$ cat config.mk
export PLATFORM = sky130hd
export DESIGN_NAME = permute_controller
export DESIGN_NICKNAME = d
export VERILOG_FILES = /design/src/rtl/permute_controller_pkg.sv /design/src/rtl/permute_controller.sv
export SDC_FILE = /design/constraint.sdc
export NUM_CORES = 1
export LEC_CHECK = 0
export BUFFER_PORTS_ARGS = -buffer_cell sky130_fd_sc_hd__buf_2
export CORE_AREA = 2 2 39 41
export CTS_BUF_LIST = sky130_fd_sc_hd__clkbuf_2
export DETAILED_ROUTE_END_ITERATION = 7
export DIE_AREA = 0 0 41 43
export GPL_ROUTABILITY_DRIVEN = 0
export GPL_TIMING_DRIVEN = 0
export SYNTH_ARGS = -nofsm -noshare
export SYNTH_HDL_FRONTEND = slang
export SYNTH_SLANG_ARGS = --single-unit
export TNS_END_PERCENT = 5
$ cat constraint.sdc
create_clock -name clk -period 3.11 [get_ports clk]
set_clock_uncertainty 0.05 [all_clocks]
set_input_delay 0.1555 -clock clk [delete_from_list [all_inputs] [get_ports clk]]
set_output_delay 0.1555 -clock clk [all_outputs]
set_load 0.1 [all_outputs]
$ cat src/rtl/permute_controller_pkg.sv
// Shared definitions for the page-permutation sequencer: state encoding,
// job geometry constants and the control-strobe bundle.
package permute_controller_pkg;

  localparam int unsigned NUM_PAGE  = 64;
  localparam int unsigned SIZE_PAGE = 25;

  typedef enum logic [2:0] {
    S_IDLE      = 3'd0,
    S_INIT      = 3'd1,
    S_WAIT_PAGE = 3'd2,
    S_PROCESS   = 3'd3,
    S_FINISH    = 3'd4
  } state_e;

  typedef struct packed {
    logic ready;
    logic busy;
    logic page_req;
    logic page_out_valid;
    logic finished;
    logic reset;
    logic resetk;
    logic read;
    logic write;
    logic incij;
    logic inc;
  } ctrl_t;

  localparam ctrl_t CTRL_NONE = '0;

endpackage

$ cat src/rtl/permute_controller.sv
// Sequencing FSM for the page-permutation datapath: start/init, page fetch
// handshake, per-page bit scatter, job completion and abort.
module permute_controller
  import permute_controller_pkg::*;
#(
  parameter int unsigned NUM_PAGE  = permute_controller_pkg::NUM_PAGE,
  parameter int unsigned SIZE_PAGE = permute_controller_pkg::SIZE_PAGE
) (
  input  logic clk,
  input  logic rst,
  input  logic start,
  input  logic abort,
  input  logic in_valid,
  input  logic done,
  input  logic one_done,
  output logic ready,
  output logic busy,
  output logic page_req,
  output logic page_out_valid,
  output logic finished,
  output logic reset,
  output logic resetk,
  output logic read,
  output logic write,
  output logic incij,
  output logic inc
);

  // Geometry is owned by the datapath; only reject nonsensical configs.
  if (NUM_PAGE < 1 || SIZE_PAGE < 1) begin : g_cfg_check
    $error("permute_controller: NUM_PAGE and SIZE_PAGE must be >= 1");
  end

  state_e state, state_nxt;
  ctrl_t  ctrl;

  always_comb begin
    state_nxt = state;
    ctrl      = CTRL_NONE;
    ctrl.busy = (state != S_IDLE);
    unique case (state)
      S_IDLE: begin
        ctrl.ready = 1'b1;
        if (start) state_nxt = S_INIT;
      end
      S_INIT: begin
        ctrl.reset  = 1'b1;
        ctrl.resetk = 1'b1;
        state_nxt   = S_WAIT_PAGE;
      end
      S_WAIT_PAGE: begin
        if (done) begin
          state_nxt = S_FINISH;
        end else begin
          ctrl.page_req = 1'b1;
          ctrl.read     = in_valid;
          if (in_valid) state_nxt = S_PROCESS;
        end
      end
      S_PROCESS: begin
        if (!one_done) begin
          ctrl.write = 1'b1;
          ctrl.incij = 1'b1;
        end else begin
          // Page complete: bump page counter and rearm the ij counter.
          ctrl.inc            = 1'b1;
          ctrl.reset          = 1'b1;
          ctrl.page_out_valid = 1'b1;
          state_nxt           = S_WAIT_PAGE;
        end
      end
      S_FINISH: begin
        ctrl.finished = 1'b1;
        state_nxt     = S_IDLE;
      end
      default: state_nxt = S_IDLE;
    endcase

    // Abort overrides everything; clear both datapath counters on the way out.
    if (abort && state != S_IDLE) begin
      ctrl        = CTRL_NONE;
      ctrl.busy   = 1'b1;
      ctrl.reset  = 1'b1;
      ctrl.resetk = 1'b1;
      state_nxt   = S_IDLE;
    end
  end

  always_ff @(posedge clk or negedge rst) begin
    if (!rst) state <= S_IDLE;
    else      state <= state_nxt;
  end

  assign ready          = ctrl.ready;
  assign busy           = ctrl.busy;
  assign page_req       = ctrl.page_req;
  assign page_out_valid = ctrl.page_out_valid;
  assign finished       = ctrl.finished;
  assign reset          = ctrl.reset;
  assign resetk         = ctrl.resetk;
  assign read           = ctrl.read;
  assign write          = ctrl.write;
  assign incij          = ctrl.incij;
  assign inc            = ctrl.inc;

endmodule

Word-level counts from Yosys, hierarchy flattened
Index checks and enable logic that the tools add are counted.
{ "totals": {"regBits": 3, "in_bits": 7, "wordCells": 31} }
{ "op_classes": {"n_eq_ne": 7, "n_mux": 19, "n_reduce_logical": 4} }
{ "ops": {"columns": ["operator", "n"], "rows": [
  ["$mux W3", 6],
  ["$pmux W3 S4", 1],
  ["$mux W11", 1],
  ["$mux W1", 9],
  ["$eq A3 B2 Y1 const B", 2],
  ["$ne A3 B3 Y1 const B", 2],
  ["$ne A4 B4 Y1 const B", 1],
  ["$eq A3 B1 Y1 const B", 1],
  ["$eq A3 B3 Y1 const B", 1],
  ["$logic_not A3 Y1", 1],
  ["$reduce_and A3 Y1", 1],
  ["$reduce_bool A3 Y1", 1],
  ["$mux W2", 1],
  ["$pmux W1 S2", 1],
  ["$logic_and A1 B1 Y1", 1]
]} }

Depth between registers and ports, before layout
Gate-level depths: netlist of the first run.
{ "logic_depth": {"depth_word": 4, "depth_mapped": 4, "mapped_depth_nobuf": 3} }

Worst setup path after synthesis of the first run
Ideal clock, no wire load.
{ "synth_timing": {"path_kind": "register to output", "from": "register state[0]", "to": "output busy", "t_arrival_ns": 3.843, "t_required_ns": 2.904, "setup_slack_ns": -0.938, "path_stages_with_launch": 4, "path_cell_list": "dfrtp_1 -> buf_6 -> nor3_1 -> inv_1"} }
{ "synth_via": {"elab_chain_cells": 3} }
{ "synth_rtl": {"columns": ["item", "line_no", "text"], "rows": [
  ["from (decl)", "permute_controller.sv:34", "state_e state, state_nxt;"],
  ["from (signal assigned)", "permute_controller.sv:91", "else state <= state_nxt;"],
  ["$reduce_bool A3 Y1 *", "permute_controller.sv:40, permute_controller.sv:80", null],
  ["$logic_and A1 B1 Y1", "permute_controller.sv:80", "if (abort && state != S_IDLE) begin"],
  ["$mux W11 *", "permute_controller.sv:80", null],
  ["to (decl)", "permute_controller.sv:17", "output logic busy,"]
]} }
Every way passes the cells marked *; elsewhere a longest branch is shown, timed or not.

Worst setup path in the final report of the first run
{ "layout_timing": {"from": "register state[2]", "to": "output write"} }
{ "layout_via": {"elab_chain_cells": 3, "elab_cells_between_ends": 5} }
{ "layout_rtl": {"columns": ["item", "line_no", "text"], "rows": [
  ["$eq A3 B2 Y1 or $reduce_bool A3 Y1 (tied branches)", "permute_controller.sv:41, permute_controller.sv:80", null],
  ["$mux W3 or $logic_and A1 B1 Y1 (tied branches)", "permute_controller.sv:41, permute_controller.sv:80", null],
  ["$mux W11 *", "permute_controller.sv:80", null],
  ["to (decl)", "permute_controller.sv:24", "output logic write,"]
]} }
Marks and branches as above.

==> results of run 1 <==
## logic make-up (layout without fill, tap and decap cells)
logic type,Yosys count,in the layout
mux,1,1
buf+inv,7,29
compound gates,6,6
flops,3,3
simple gates,15,15
## stage by stage
step | cells | area, um2 | util, % | TNS (ns) | worst slack [ns]
4_1_cts | 70 | 419 | 30.3 | 0 | 1.22
3_3_place_gp | 65 | 389 | 28.1 | 0 | 1.48
3_5_place_dp | 65 | 389 | 28.1 | 0 | 1.45
2_1_floorplan | 32 | 284 | - | -1.52 | -0.737
6_report | 70 | 419 | 30.3 | 0 | 1.24
5_1_grt | 70 | 419 | 30.3 | 0 | 1.13
## per-layer routing
layer / wire [um] / share of wire [%]
met5: 0 / 0
met4: 15 / 2.3
met1: 299 / 46
met2: 301 / 47
met3: 30 / 4.6
## layout make-up
type | instances | area (um2)
Sequential cell | 3 | 75.1
Fill cell | 159 | 965
Inverter | 3 | 11.3
Multi-Input combinational cell | 22 | 164
Tap cell | 16 | 20.0
Clock buffer | 4 | 20.0
Timing Repair Buffer | 18 | 95.1
Buffer | 4 | 33.8
## cell usage in the layout (no fill, tap or decap), drive strengths merged
cell / n
nand2b: 2
nor3b: 1
and2: 1
or2: 1
o21ai: 4
mux2i: 1
nor3: 5
buf: 21
inv: 3
nor4b: 1
nor2: 1
clkbuf: 4
nor4: 2
nor2b: 1
dfrtp: 3
a21oi: 1
dlygate4sd3: 1
a211oi: 1
## how the worst min path moves through the flow
stage / startpoint / endpoint / slack, ns / depth (start not counted)
CTS: abort / state[1]$_DFFE_PN0P_ / 0.12 / 2
detailed placement: rst / state[0]$_DFFE_PN0P_ / -0.1 / 1
global placement: rst / state[0]$_DFFE_PN0P_ / -0.1 / 1
global route: abort / state[1]$_DFFE_PN0P_ / 0.14 / 2
floorplan: rst / state[0]$_DFFE_PN0P_ / -0.19 / 0
finish: abort / state[1]$_DFFE_PN0P_ / 0.13 / 2
## timing repair
item,CTS,global route
hold endpoints to repair,3,0
hold buffers,1,0
gates resized for setup,0,0
==> results.json, run 1 <==
{
  "cts_setup_buffers": 0,
  "synthArstFlopShare_pct": 100,
  "rsz0062_at_grt": "false",
  "clock.fmax_mhz": 534,
  "diodes": 0,
  "yosys.area_share.adder_pct": 0,
  "gr-usage-met1_pct": 12.7,
  "grt_use_met3_pct": 1.57,
  "met2_usage_pct": 10.3,
  "arrival_ns": 1.67,
  "dr.pass1.iters": 4,
  "drt-vias-per-instance": 4.20,
  "die_h_um": 43,
  "grt_antenna_before_repair": 0,
  "synthSimpleGateAreaFrac_pct": 39.9,
  "h-tree-depth": 1,
  "crit_cells": 4,
  "synth_common_cells": "nor3_1, o21ai_0, buf_4, dfrtp_1, inv_1",
  "grt_use_total_pct": 8.76,
  "muxShareOfSynthArea_pct": 3.59,
  "syn_nets": 39,
  "cp.required_ns": 2.90,
  "routed_wl_um": 647,
  "finalHoldWorstSlack_ns": 0.131,
  "first_iter_violations": 1,
  "slew_headroom_pct": 67.6,
  "timing.rr.start": "state[2]$_DFFE_PN0P_",
  "area_delta_synth_final_pct": 50.2,
  "cts.clk_slew.worst_paths_ns": 0.05,
  "wl_per_cell_um": 9.24,
  "grt_pass1_wl_um": 1020,
  "reg2reg_slack_ns": 1.99,
  "crit_family": "buffers and inverters",
  "setup_viol": 0,
  "final-hold-violation-count": 0,
  "syn_inst": 32,
  "die_w_um": 41,
  "ys_seq_area_share_pct": 26.9,
  "crit_buf_inv": 2,
  "top_usage_layer": "met1",
  "synth_edf_count": 0,
  "drive_gt1_share_pct": 53.7,
  "slowest_delay_ns": 0.47,
  "synth_top_family_by_area": "simple AND/OR/NAND/NOR gates",
  "clk_latency_ns": 0.21,
  "ioPinCount": 18,
  "worstMarginPinSlew_ns": 0.489,
  "path_class": "reg -> out",
  "grt_overflow": 0,
  "cts_tree": "built",
  "cp_max_fo": 8,
  "critPathCapture": "write",
  "grt_pass1_vias": 248,
  "synth_area_leaders": "dfrtp_1, nor3_1, buf_4, nor4_4, o21ai_0",
  "ys_ff_latch": 3,
  "reg_top3": "state: 3 flops",
  "post-route-min-period_ns": 1.87,
  "drcViolationCount": 0,
  "synthFlopType": "dfrtp_1",
  "hold_class": "in -> reg",
  "endpoint_kind": "output pin",
  "maxCapViolCount": 0,
  "ys_types": 19,
  "synth.most_common_cell": "nor3_1",
  "port_buffers": 17,
  "start_kind": "flop",
  "cts_sinks": 3,
  "drv_slew": 0,
  "synth-compound-area-share_pct": 13.5,
  "rr_endpoint": "state[0]$_DFFE_PN0P_",
  "grt_max_degree": 11,
  "rows": 14,
  "fp.coreArea_um2": 1380,
  "nNetsFinal": 62,
  "start_util_pct": 20.2,
  "largest_reg_flops": 3,
  "synthesis.area_per_instance_um2": 8.72,
  "yosys_warnings": 0,
  "root_buffer": "clkbuf_2",
  "crit_start": "state[2]$_DFFE_PN0P_",
  "fin_crit_sh_pct": 60.2,
  "clockBufferDepth": 2,
  "synth_top_area_share_pct": 26.9,
  "detailed_place_hpwl_um": 491,
  "crit_slowest_cell": "dfrtp_1",
  "ant_nets": 0,
  "numCtsBuffers": 3,
  "synth_xor_area_share_pct": 0,
  "status": "finished clean",
  "worstRegToRegCells": 2,
  "vias": 294,
  "die-area_um2": 1760,
  "top_register": "state",
  "synth_area_um2": 279,
  "path_cells": "nand2b_1, nor3_1, buf_4, buf_2",
  "yosys.area.top_type": "dfrtp_1"
}
Power of run 1 is left out: the tool's default activity adds up to more than one toggle a clock period on the data nets, which glitch-free logic cannot reach.
==> run 2, diff against run 1 <==
- clock period: 3.11 -> 1.92 ns (I/O delays scaled with it)
==> run 2 against run 1 <==
  * Routed wire length rose by 3.7%
  * Worst setup slack worse by 1.1 ns
  * Cell count unchanged
  * First-iteration DRC count did not move
  * Design area is 12% higher
  * Critical path depth down 1
  * Clock-buffer cell count did not move
==> results.json, run 2 (synthesized netlist as in run 1, its figures left out) <==
{
  "clockBufferDepth": 2,
  "grt_use_total_pct": 9.96,
  "cts.clk_slew.worst_paths_ns": 0.05,
  "cp_max_fo": 8,
  "hold_class": "in -> reg",
  "arrival_ns": 1.64,
  "diodes": 0,
  "layout_commonest_cell": "buf_2",
  "hold-path-endpoint": "state[1]$_DFFE_PN0P_",
  "timing.rr.start": "state[2]$_DFFE_PN0P_",
  "start_kind": "flop",
  "nNetsFinal": 62,
  "reg_top3": "state: 3 flops",
  "wl_per_cell_um": 9.59,
  "grt_antenna_before_repair": 0,
  "fill_cells": 147,
  "clk_latency_ns": 0.22,
  "register_area_um2": 75.1,
  "vias": 292,
  "final-hold-violation-count": 0,
  "multi_input_area_um2": 210,
  "dpl_worst_slack_ns": 0.299,
  "die_h_um": 43,
  "ioPinCount": 18,
  "clock.fmax_mhz": 559,
  "root_buffer": "clkbuf_2",
  "final_cell_mix": "buf_2, buf_4, clkbuf_2",
  "first_iter_violations": 1,
  "numCtsBuffers": 3,
  "setup_viol": 0,
  "maxCapViolCount": 0,
  "grt_pass1_vias": 263,
  "rr_endpoint": "state[0]$_DFFE_PN0P_",
  "start_util_pct": 20.2,
  "drcViolationCount": 0,
  "fp.coreArea_um2": 1380,
  "cts_tree": "built",
  "port_buffers": 17,
  "grt_pass1_wl_um": 1060,
  "status": "finished clean",
  "setup_slack_ns": 0.132,
  "rsz0062_at_grt": "false",
  "worstRegToRegCells": 2,
  "slew_headroom_pct": 67.7,
  "h-tree-depth": 1,
  "worstMarginPinSlew_ns": 0.488,
  "cts_sinks": 3,
  "grt_overflow": 0,
  "rows": 14,
  "routed_wl_um": 671,
  "reg2reg_slack_ns": 0.80,
  "grt_max_degree": 11,
  "die-area_um2": 1760,
  "cp.required_ns": 1.77,
  "drv_slew": 0,
  "drt-vias-per-instance": 4.17,
  "finalHoldWorstSlack_ns": 0.0910,
  "endpoint_kind": "output pin",
  "worstHoldStart": "abort",
  "post-route-min-period_ns": 1.79,
  "whs_path_depth": 2,
  "die_w_um": 41,
  "ant_nets": 0,
  "path_class": "reg -> out",
  "dr.pass1.iters": 4,
  "drive_gt1_share_pct": 61.1,
  "top_register": "state",
  "area_delta_synth_final_pct": 68.6,
  "fin_crit_sh_pct": 93.1,
  "largest_reg_flops": 3
}
==> run 2: cell types whose count changed in the layout (fill, tap and decap cells not counted), moves of 2 or more <==
| cell | previous run | this run |
|---|---|---|
| o21ai_1 | 0 | 2 |
| o21ai_0 | 4 | 2 |
| buf_2 | 17 | 15 |
| nor3_1 | 4 | 2 |
| nor3_4 | 0 | 3 |
==> run 2: routing by layer <==
metal / share of wire (%) / wire length (um) / vias up / track usage (%)
met4: 4.6 / 31 / 0 / 14.0
met2: 51 / 345 / 11 / 12.8
met5: 0 / 0 / - / 0
li1: - / - / 155 / -
met3: 5.1 / 34 / 4 / 1.57
met1: 39 / 259 / 122 / 11.0
==> run 2: how the worst max path moves through the flow <==
stage	from	to	cells after the start
floorplan	state[2]$_DFFE_PN0P_	read	2
global placement	state[2]$_DFFE_PN0P_	write	4
detailed placement	state[2]$_DFFE_PN0P_	write	4
CTS	state[2]$_DFFE_PN0P_	write	4
global route	state[2]$_DFFE_PN0P_	incij	3
finish	state[2]$_DFFE_PN0P_	read	3
==> run 2: what timing repair did <==
action / in CTS / in global routing
setup buffers: 0 / 0
hold buffers: 1 / 0
gates resized for setup: 0 / 2
setup endpoints to repair: 0 / 2
hold endpoints to repair: 3 / 0
==> run 2: through the flow <==
| step | instances | TNS [ns] | util, % | instance area, um2 |
|---|---|---|---|---|
| after floorplan | 32 | -1.78 | - | 330 |
| after global placement | 65 | 0 | 31.5 | 435 |
| after detailed placement | 65 | 0 | 31.5 | 435 |
| after CTS | 70 | 0 | 33.6 | 465 |
| after global routing | 70 | 0 | 34.0 | 470 |
| final | 70 | 0 | 34.0 | 470 |
==> run 2: cell type report <==
| type | instances | area share, % |
|---|---|---|
| inverters | 3 | 2.39 |
| clock buffers | 4 | 4.26 |
| well taps | 16 | 4.26 |
| plain buffers | 4 | 7.18 |
| flip-flops and latches | 3 | 16.0 |
| repair buffers | 18 | 21.3 |
| multi-input cells | 22 | 44.7 |
==> run 2: worst max-delay path, cell delays in order (launching register included) <==
cell     delay [ns]
dfrtp_1        0.49
nor4_4         0.35
and2_4         0.18
buf_2          0.41
Power of run 2 is left out for the same reason.
==> run 3, diff against run 2 <==
==> constraint.sdc (replaced) <==
create_clock -name clk -period 1.92 [get_ports clk]
set_clock_uncertainty 0.05 [all_clocks]
set_input_delay 0.288 -clock clk [delete_from_list [all_inputs] [get_ports clk]]
set_output_delay 0.288 -clock clk [all_outputs]
set_load 0.1 [all_outputs]
==> run 3 against run 2 <==
  * Clock-buffer cell count unchanged
  * Via count increased by 2.1%
  * Non-clock buffer count unchanged
  * Global-route usage increased by 0.50 points
  * Sequential share of layout area decreased by 0.81 points
  * Hold slack improved by 0.19 ns
  * Flip-flop and latch count unchanged
==> results.json, run 3 (synthesized netlist as in run 1, its figures left out) <==
{
  "status": "finished clean",
  "slowest_delay_ns": 0.49,
  "post-route-min-period_ns": 1.85,
  "start_kind": "flop",
  "wl_per_cell_um": 10.2,
  "start_util_pct": 20.2,
  "path_class": "reg -> out",
  "clockBufferDepth": 2,
  "nNetsFinal": 62,
  "drt-vias-per-instance": 4.26,
  "grt_overflow": 0,
  "port_buffers": 17,
  "grt_pass1_wl_um": 1120,
  "cp.required_ns": 1.58,
  "clock.fmax_mhz": 540,
  "diodes": 0,
  "cts_sinks": 3,
  "fp.coreArea_um2": 1380,
  "die_h_um": 43,
  "dr.pass1.iters": 1,
  "grt_pass1_vias": 282,
  "ant_nets": 0,
  "path_cells": "nor4_4, and2_4, buf_4",
  "crit_buf_inv": 1,
  "cp_max_fo": 8,
  "slew_headroom_pct": 68.0,
  "layout_commonest_cell": "buf_2",
  "grt_antenna_before_repair": 0,
  "h-tree-depth": 1,
  "root_buffer": "clkbuf_2",
  "endpoint_kind": "output pin",
  "worstMarginPinSlew_ns": 0.484,
  "die_w_um": 41,
  "rows": 14,
  "first_iter_violations": 0,
  "largest_reg_flops": 3,
  "crit_slowest_cell": "dfrtp_1",
  "place_area_um2": 435,
  "drcViolationCount": 0,
  "crit_family": "simple AND/OR/NAND/NOR gates",
  "grt_max_degree": 11,
  "grt_use_total_pct": 10.5,
  "finalNonFillerCells": 70,
  "clk_latency_ns": 0.22,
  "setup_viol": 0,
  "fin_area_um2": 495,
  "fin_crit_sh_pct": 96.5,
  "numCtsBuffers": 3,
  "top_register": "state",
  "dp.cells": 65,
  "maxCapViolCount": 0,
  "final_cell_mix": "buf_2, buf_4, clkbuf_2",
  "hold_class": "in -> reg",
  "final-hold-violation-count": 0,
  "routed_wl_um": 712,
  "vias": 298,
  "area_delta_synth_final_pct": 77.6,
  "drv_slew": 0,
  "drive_gt1_share_pct": 63.0,
  "cts_tree": "built",
  "reg_top3": "state: 3 flops",
  "cts.clk_slew.worst_paths_ns": 0.05,
  "ioPinCount": 18,
  "die-area_um2": 1760,
  "arrival_ns": 1.51,
  "finalHoldWorstSlack_ns": 0.281,
  "cts_setup_buffers": 0
}
[run 3: changes by cell type in the layout (fill, tap and decap cells not counted)]
cell | before | now
nand2b_2 | 0 | 1
buf_4 | 4 | 8
buf_6 | 1 | 3
buf_2 | 15 | 9
nand2b_1 | 1 | 0
[run 3: metal layers]
metal  GRT usage [%]  part of all wire [%]  vias to the layer above
li1                -                     -                      154
met1            11.3                    40                      129
met2            14.1                    50                       11
met3            1.57                   4.9                        4
met4            14.0                   4.9                        0
met5               0                     0                        -
[run 3: repair_timing]
item,4_1_cts,5_1_grt
endpoints found under the setup margin,7,3
resized for setup,8,3
endpoints found under the hold margin,3,0
hold buffers,1,0
[run 3: worst paths after layout]
path                                      startpoint  cells past startpoint  slack, ns                    to
worst max register to register  state[2]$_DFFE_PN0P_                      2       0.79  state[0]$_DFFE_PN0P_
worst min register to register  state[0]$_DFFE_PN0P_                      2       0.55  state[2]$_DFFE_PN0P_
max in group asynchronous                        rst                      2       1.36  state[2]$_DFFE_PN0P_
worst max-delay path            state[2]$_DFFE_PN0P_                      3       0.07                  read
worst min-delay path                           abort                      2       0.28  state[1]$_DFFE_PN0P_
min in group asynchronous                        rst                      2       0.34  state[1]$_DFFE_PN0P_
[run 3: worst reg2reg max path: stages, from the launching register on]
cell and delay (ns):
dfrtp_1 0.49, nor4_4 0.36, a211oi_2 0.11
[run 3: per-stage QoR]
stage | util (%) | worst slack, ns | setup TNS [ns]
after floorplan | - | -0.558 | -3.00
after global placement | 31.5 | 0.124 | 0
after detailed placement | 31.5 | 0.107 | 0
after CTS | 35.1 | 0.0268 | 0
after global routing | 35.8 | -0.000855 | -0.000855
final | 35.8 | 0.0677 | 0
[run 3: layout make-up]
| cell class | count | area, um2 |
|---|---|---|
| repair buffers | 18 | 123 |
| fillers | 146 | 888 |
| flip-flops and latches | 3 | 75.1 |
| inverters | 3 | 11.3 |
| plain buffers | 4 | 33.8 |
| clock buffers | 4 | 20.0 |
| multi-input cells | 22 | 213 |
| well taps | 16 | 20.0 |
Power of run 3 is left out for the same reason.
